`config.mk`:
```
export PLATFORM = sky130hd
export DESIGN_NAME = div_sched
export DESIGN_NICKNAME = d
export VERILOG_FILES = /design/src/rtl/div_sched.sv
export SDC_FILE = /design/constraint.sdc
export NUM_CORES = 1
export LEC_CHECK = 0
export BUFFER_PORTS_ARGS = -buffer_cell sky130_fd_sc_hd__clkbuf_2
export CAP_MARGIN = 10
export CORE_UTILIZATION = 39
export DETAILED_ROUTE_END_ITERATION = 10
export GPL_ROUTABILITY_DRIVEN = 0
export PLACE_DENSITY = 0.54
export SLEW_MARGIN = 0
export SYNTH_ARGS = -nofsm -noshare
export SYNTH_HDL_FRONTEND = slang
export SYNTH_SLANG_ARGS = --single-unit
```
`constraint.sdc`:
```
create_clock -name clk_in -period 2.1 [get_ports clk_in]
set_clock_uncertainty 0.15 [all_clocks]
set_input_delay 0 -clock clk_in [delete_from_list [all_inputs] [get_ports clk_in]]
set_output_delay 0 -clock clk_in [all_outputs]
set_load 0.1 [all_outputs]
```
`src/rtl/div_sched.sv`:
```
// Dual-rate tick scheduler: fast/slow strobes with reprogrammable periods applied on a slow-period boundary.
// Optional request checking (slow_max must not be below fast_max) is enabled by defining DIV_SCHED_CFG_CHECK_EN.
module div_sched #(
    parameter logic [31:0] FAST_MAX_INIT = 32'd9,
    parameter logic [31:0] SLOW_MAX_INIT = 32'd499999
) (
    input  logic        clk_in,
    input  logic        rst_n,
    input  logic        enable,
    input  logic        cfg_valid,
    input  logic [31:0] cfg_fast_max,
    input  logic [31:0] cfg_slow_max,
    output logic        cfg_ready,
    output logic        cfg_err,
    output logic        pending,
    output logic        clk_fast,
    output logic        clk_slow
);

    typedef enum logic [1:0] {S_IDLE, S_RUN, S_PEND} state_t;

    state_t      state_q, state_d;
    logic [31:0] cnt_fast_q, cnt_fast_d;
    logic [31:0] cnt_slow_q, cnt_slow_d;
    logic [31:0] fast_max_q, fast_max_d;
    logic [31:0] slow_max_q, slow_max_d;
    logic [31:0] sh_fast_q, sh_fast_d;
    logic [31:0] sh_slow_q, sh_slow_d;
    logic        clk_fast_q, clk_fast_d;
    logic        clk_slow_q, clk_slow_d;
    logic        cfg_err_q, cfg_err_d;
    logic        accept, cfg_ok, running, fast_wrap, slow_wrap;

`ifdef DIV_SCHED_CFG_CHECK_EN
    assign cfg_ok = (cfg_slow_max >= cfg_fast_max);
`else
    assign cfg_ok = 1'b1;
`endif

    assign accept    = cfg_valid && (state_q != S_PEND);
    assign running   = enable && (state_q != S_IDLE);
    assign fast_wrap = (cnt_fast_q == fast_max_q);
    assign slow_wrap = (cnt_slow_q == slow_max_q);

    always_ff @(posedge clk_in or negedge rst_n) begin
        if (!rst_n) begin
            state_q    <= S_IDLE;
            cnt_fast_q <= 32'd0;
            cnt_slow_q <= 32'd0;
            fast_max_q <= FAST_MAX_INIT;
            slow_max_q <= SLOW_MAX_INIT;
            sh_fast_q  <= 32'd0;
            sh_slow_q  <= 32'd0;
            clk_fast_q <= 1'b0;
            clk_slow_q <= 1'b0;
            cfg_err_q  <= 1'b0;
        end else begin
            state_q    <= state_d;
            cnt_fast_q <= cnt_fast_d;
            cnt_slow_q <= cnt_slow_d;
            fast_max_q <= fast_max_d;
            slow_max_q <= slow_max_d;
            sh_fast_q  <= sh_fast_d;
            sh_slow_q  <= sh_slow_d;
            clk_fast_q <= clk_fast_d;
            clk_slow_q <= clk_slow_d;
            cfg_err_q  <= cfg_err_d;
        end
    end

    always_comb begin
        state_d = state_q;
        case (state_q)
            S_IDLE: if (enable) state_d = S_RUN;
            S_RUN: begin
                if (!enable)
                    state_d = S_IDLE;
                else if (accept && cfg_ok)
                    state_d = S_PEND;
            end
            S_PEND: begin
                if (!enable)
                    state_d = S_IDLE;
                else if (slow_wrap)
                    state_d = S_RUN;
            end
            default: state_d = S_IDLE;
        endcase
    end

    always_comb begin
        cnt_fast_d = 32'd0;
        cnt_slow_d = 32'd0;
        fast_max_d = fast_max_q;
        slow_max_d = slow_max_q;
        sh_fast_d  = sh_fast_q;
        sh_slow_d  = sh_slow_q;
        clk_fast_d = 1'b0;
        clk_slow_d = 1'b0;
        cfg_err_d  = accept && !cfg_ok;
        if (running) begin
            cnt_fast_d = fast_wrap ? 32'd0 : cnt_fast_q + 32'd1;
            cnt_slow_d = slow_wrap ? 32'd0 : cnt_slow_q + 32'd1;
            clk_fast_d = fast_wrap;
            clk_slow_d = slow_wrap;
            if (state_q == S_PEND && slow_wrap) begin
                // New periods take effect here with both phases realigned to zero.
                fast_max_d = sh_fast_q;
                slow_max_d = sh_slow_q;
                cnt_fast_d = 32'd0;
                clk_fast_d = 1'b1;
            end else if (state_q == S_RUN && accept && cfg_ok) begin
                sh_fast_d = cfg_fast_max;
                sh_slow_d = cfg_slow_max;
            end
        end else if (state_q == S_PEND) begin
            fast_max_d = sh_fast_q;
            slow_max_d = sh_slow_q;
        end else if (accept && cfg_ok) begin
            // Not counting (idle or just stopping): no boundary to wait for.
            fast_max_d = cfg_fast_max;
            slow_max_d = cfg_slow_max;
        end
    end

    always_comb begin
        cfg_ready = (state_q != S_PEND);
        pending   = (state_q == S_PEND);
        clk_fast  = clk_fast_q;
        clk_slow  = clk_slow_q;
        cfg_err   = cfg_err_q;
    end

endmodule

```
==> impl_summary.txt <==
----------------------------------------------------
[Worst setup path]
  Setup Crit Path Kind ... reg2reg
  Critical Path Sink ... fast_max_q[25]
  Startpoint of the worst register-to-register path ... slow_max_q[10]
  Slack of the worst reg-to-reg path ... -120 ps
  Worst-path maximum fanout ... 7
  Worst R2R Path Depth ... 7
  Start point of the critical path ... slow_max_q[10]
  Critical Path Start Type ... flip-flop
  Critical path endpoint category ... flip-flop
  Reg-to-reg critical path endpoint ... fast_max_q[25]
  Worst endpoint required time ... 2270 ps
  Arrival time of the worst setup path ... 2390 ps

[Power]
  Power per unit of standard cell area ... 791 mW/mm2
  Leakage power ... 6.09 nW
  Comb pwr share ... ~23%
  Sw Share ... a little under a third
  Part of the total power dissipated in the clock network ... 29.9%
  P_int ... roughly 0.0074 W
  Relative contribution of sequential cells to total power ... 47.6%
  Switching power summed over all nets ... 0.00346 W
  Worst IR Drop VDD ... approximately 530 uV

[Route]
  Count of nets left with antenna violations after detail routing ... 0
  DRC violation count after routing ... 0
  Post-detailed-routing wire length ... between 30 and 40 mm
  Number of optimization iterations in the first detailed-route pass ... 5
  Iter 0 DRT Violations ... 693
  Final routed wire length divided by cell count ... 18.4 um
  Count of vias placed by the detailed router ... 9,111
  Via-to-Cell Ratio ... 5.38

[Floorplan]
  I/O pin total ... 73
  Cell row count ... 60
  Vertical die dimension ... 167 um
  Placeable core region ... 0.0269 mm2
  Starting density of the core ... about two fifths
  Die Footprint ... 0.0279 mm2
  Width of the die ... roughly 170 um

[Clocking]
  Max Root-Sink Buffers ... 2
  Clock-pin slew of the registers on the worst-case setup and hold paths ... 80 ps
  Clock net sink count ... roughly 200
  TritonCTS Buffers ... 17
  Clock tree from TritonCTS ... done
  Number of H-tree levels ... 4
  Clock Tree Root ... sky130_fd_sc_hd__clkbuf_16
  Worst-skew pair later-pin latency ... 440 ps

[Timing]
  Min setup slack post-route ... -123 ps
  Final critical-path share of the clock period ... 106%
  Max-slew violation total from the final report ... 0
  Upper clock frequency limit ... 450 MHz
  Setup Total Neg Slack ... -8060 ps
  # setup viols final ... 129
  Worst Max-Slew Pin Slew ... 777 ps
  Worst slew slack as a fraction of its limit ... 47.7%
  Unrepaired setup endpoints after global routing ... yes
  Shortest period the worst path allows ... 2220 ps
  Hold Fails Final Rpt ... 0

[Place]
  Cell Area, Placed ... 0.0122 mm2
  IO Port Bufs ... 71
  Number of instances in the placed design ... 1,583
  HPWL after DPL ... between 15 and 20 mm

[Global route]
  Total overflow reported by the global router ... 0
  Initial antenna violation count ... 0
  Vias in the first global route ... 9,172
  Total track usage ... 22.5%
  Maximum number of pins on one net before global-route repair ... 65
  Global-route wire length before repair ... between 40 and 50 mm

[Yosys]
  Most common cell in the netlist ... sky130_fd_sc_hd__dfrtp_1
  Post-Synthesis Net Count ... 1,207
  Yosys top cell area share ... 43.0%
  Share of synthesized cell area in full adder, half adder and majority cells ... less than 1%
  Fraction of the mapped netlist area in simple logic gates ... 19.2%
  Cell taking the most area after synthesis ... sky130_fd_sc_hd__dfrtp_1
  Post-synthesis compound-gate area fraction ... 11.2%
  XOR/XNOR Fraction of Synth Area ... between 10% and 20%
  Share of synthesized flip-flops with an asynchronous set or reset ... between 90% and 100%
  Synth unique cells ... 41
  Gate Count Post-Synth ... 1,137
  Synth Register Bits ... around 200
  Top cells by area, synth ... sky130_fd_sc_hd__dfrtp_1 43%, sky130_fd_sc_hd__xor2_1 7.2%, sky130_fd_sc_hd__mux2_2 6.9%
  Cell area after technology mapping ... 0.0106 mm2
  Mapped Avg Cell Area ... just over 9 um2
  Number of enable flip-flop cells after synthesis ... 0
  Seq/Total Area, Yosys ... 46.2%
  Most used flip-flop cell after synthesis ... sky130_fd_sc_hd__dfrtp_1
  Multiplexer fraction of the synthesized cell area ... 6.97%
  Post-synth top cells ... 183 x sky130_fd_sc_hd__dfrtp_1, 153 x sky130_fd_sc_hd__nand2_1, 131 x sky130_fd_sc_hd__a21oi_1, 87 x sky130_fd_sc_hd__xor2_1, 81 x sky130_fd_sc_hd__nand4_1
  Synth Warn # ... 0
  Largest family of logic cells by synthesized area ... simple AND/OR/NAND/NOR gates

[Layout]
  Share of post-route cells with drive strength above 1 ... 24.9%
  Summed area of non-filler cells in the final layout ... about 0.014 mm2
  Final #Nets ... 1,410
  ANT cells ... 0
  Final standard cell count with taps included and fillers excluded ... ~1,700
  Area grow syn2layout ... 29.1%
  Fill cell count ... 2,518

[Status]
  Failing checks ... setup timing
  Outcome ... complete, but fails checks

[Flow run]
  Max-cap violations ... 0

[Hold path]
  Path type of the worst min-delay path ... in2async

----------------------------------------------------
==> cell usage in the layout (no fill, tap or decap), types with 4 or more instances in the layout <==
cell and count:
sky130_fd_sc_hd__a21oi_1 130, sky130_fd_sc_hd__and3_1 9, sky130_fd_sc_hd__and4_1 9, sky130_fd_sc_hd__buf_12 21, sky130_fd_sc_hd__buf_4 94, sky130_fd_sc_hd__buf_6 4
sky130_fd_sc_hd__clkbuf_16 20, sky130_fd_sc_hd__clkbuf_2 69, sky130_fd_sc_hd__dfrtp_1 183, sky130_fd_sc_hd__dfstp_2 13, sky130_fd_sc_hd__dlygate4sd3_1 67, sky130_fd_sc_hd__inv_1 68
sky130_fd_sc_hd__inv_6 7, sky130_fd_sc_hd__mux2_2 65, sky130_fd_sc_hd__nand2_1 152, sky130_fd_sc_hd__nand3_1 17, sky130_fd_sc_hd__nand4_1 81, sky130_fd_sc_hd__nor2_1 41
sky130_fd_sc_hd__nor2_4 4, sky130_fd_sc_hd__nor3_1 34, sky130_fd_sc_hd__nor3_2 6, sky130_fd_sc_hd__nor4_1 22, sky130_fd_sc_hd__nor4_2 5, sky130_fd_sc_hd__o211ai_1 64
sky130_fd_sc_hd__o21a_1 4, sky130_fd_sc_hd__xnor2_1 37, sky130_fd_sc_hd__xor2_1 86
==> metrics by stage <==
step                      power [W]  util (%)  worst slack (ps)  hold WS (ps)
after floorplan             0.00647         -              5.30          -446
after global placement      0.00741      45.3              -169          -160
after detailed placement    0.00748      45.3              -198          -160
after CTS                    0.0109      50.5              -117          36.7
after global routing         0.0115      51.1              -232          44.8
final                        0.0109      51.1              -123          45.0
==> power by group through the flow <==
stage,Combinational [W],Sequential (W),Clock [W]
6_report,0.00245,0.00518,0.00325
5_1_grt,0.00272,0.00527,0.00347
4_1_cts,0.00240,0.00518,0.00335
3_5_place_dp,0.00223,0.00524,0
3_3_place_gp,0.00220,0.00522,0
2_1_floorplan,0.00145,0.00502,0
==> registers in the layout, indices dropped and copies added, names as in the netlist <==
name and cells:
sh_fast_q 32, cnt_fast_q 32, state_q 2, cnt_slow_q 32, sh_slow_q 32, fast_max_q 32
clk_fast 1, clk_slow 1, slow_max_q 32
==> worst min path at each step <==
stage | start | endpoint | slack, ps | depth (start not counted)
2_1_floorplan | rst_n | clk_fast | -450 | 0
3_3_place_gp | rst_n | sh_fast_q[10] | -160 | 1
3_5_place_dp | rst_n | sh_fast_q[8] | -160 | 1
4_1_cts | rst_n | fast_max_q[3] | 40 | 2
5_1_grt | rst_n | fast_max_q[3] | 40 | 2
6_report | rst_n | fast_max_q[3] | 40 | 2
==> what timing repair did <==
| action | CTS | global route |
|---|---|---|
| setup buffers | 3 | 1 |
| endpoints found under the hold margin | 323 | 0 |
| hold buffers | 68 | 0 |
| endpoints found under the setup margin | 132 | 132 |
| resized for setup | 7 | 21 |
| pin swaps | 6 | 9 |
| cloned | 3 | 5 |
==> layer usage <==
metal | vias up | part of all wire, % | GRT usage, %
met1 | 4509 | 46 | 29.7
met2 | 179 | 49 | 38.3
met4 | 0 | 1.3 | 6.38
met3 | 29 | 3.6 | 3.52
li1 | 4394 | - | -
met5 | - | 0 | 0
==> layout make-up <==
class / count / area [um2] / share of cell area, %
clock buffer: 18 / 439 / 3.20
clock inverter: 13 / 121 / 0.884
inverter: 69 / 259 / 1.89
multi-input combinational: 794 / 5230 / 38.0
sequential: 196 / 4920 / 35.8
tap: 341 / 427 / 3.11
timing repair buffer: 262 / 2340 / 17.1
==> cell families (layout without fill, tap and decap cells) <==
family | count (synthesis) | in the layout
other | 1 | 1
adder cells (fa/ha/maj) | 2 | 2
flip-flops | 196 | 196
AND/OR/NAND/NOR | 398 | 398
XOR/XNOR | 124 | 124
multiplexers | 66 | 66
buffers and inverters | 147 | 362
AO/OA/AOI/OAI | 203 | 203
==> critical path, stage by stage, from the launching register on <==
cell and delay, ps:
sky130_fd_sc_hd__dfrtp_1 430, sky130_fd_sc_hd__xor2_1 170, sky130_fd_sc_hd__nor4_2 360, sky130_fd_sc_hd__nand4_1 250, sky130_fd_sc_hd__o21ai_4 310, sky130_fd_sc_hd__buf_6 180, sky130_fd_sc_hd__clkbuf_16 170, sky130_fd_sc_hd__o211ai_1 80
(Power assumes the default switching activity.)
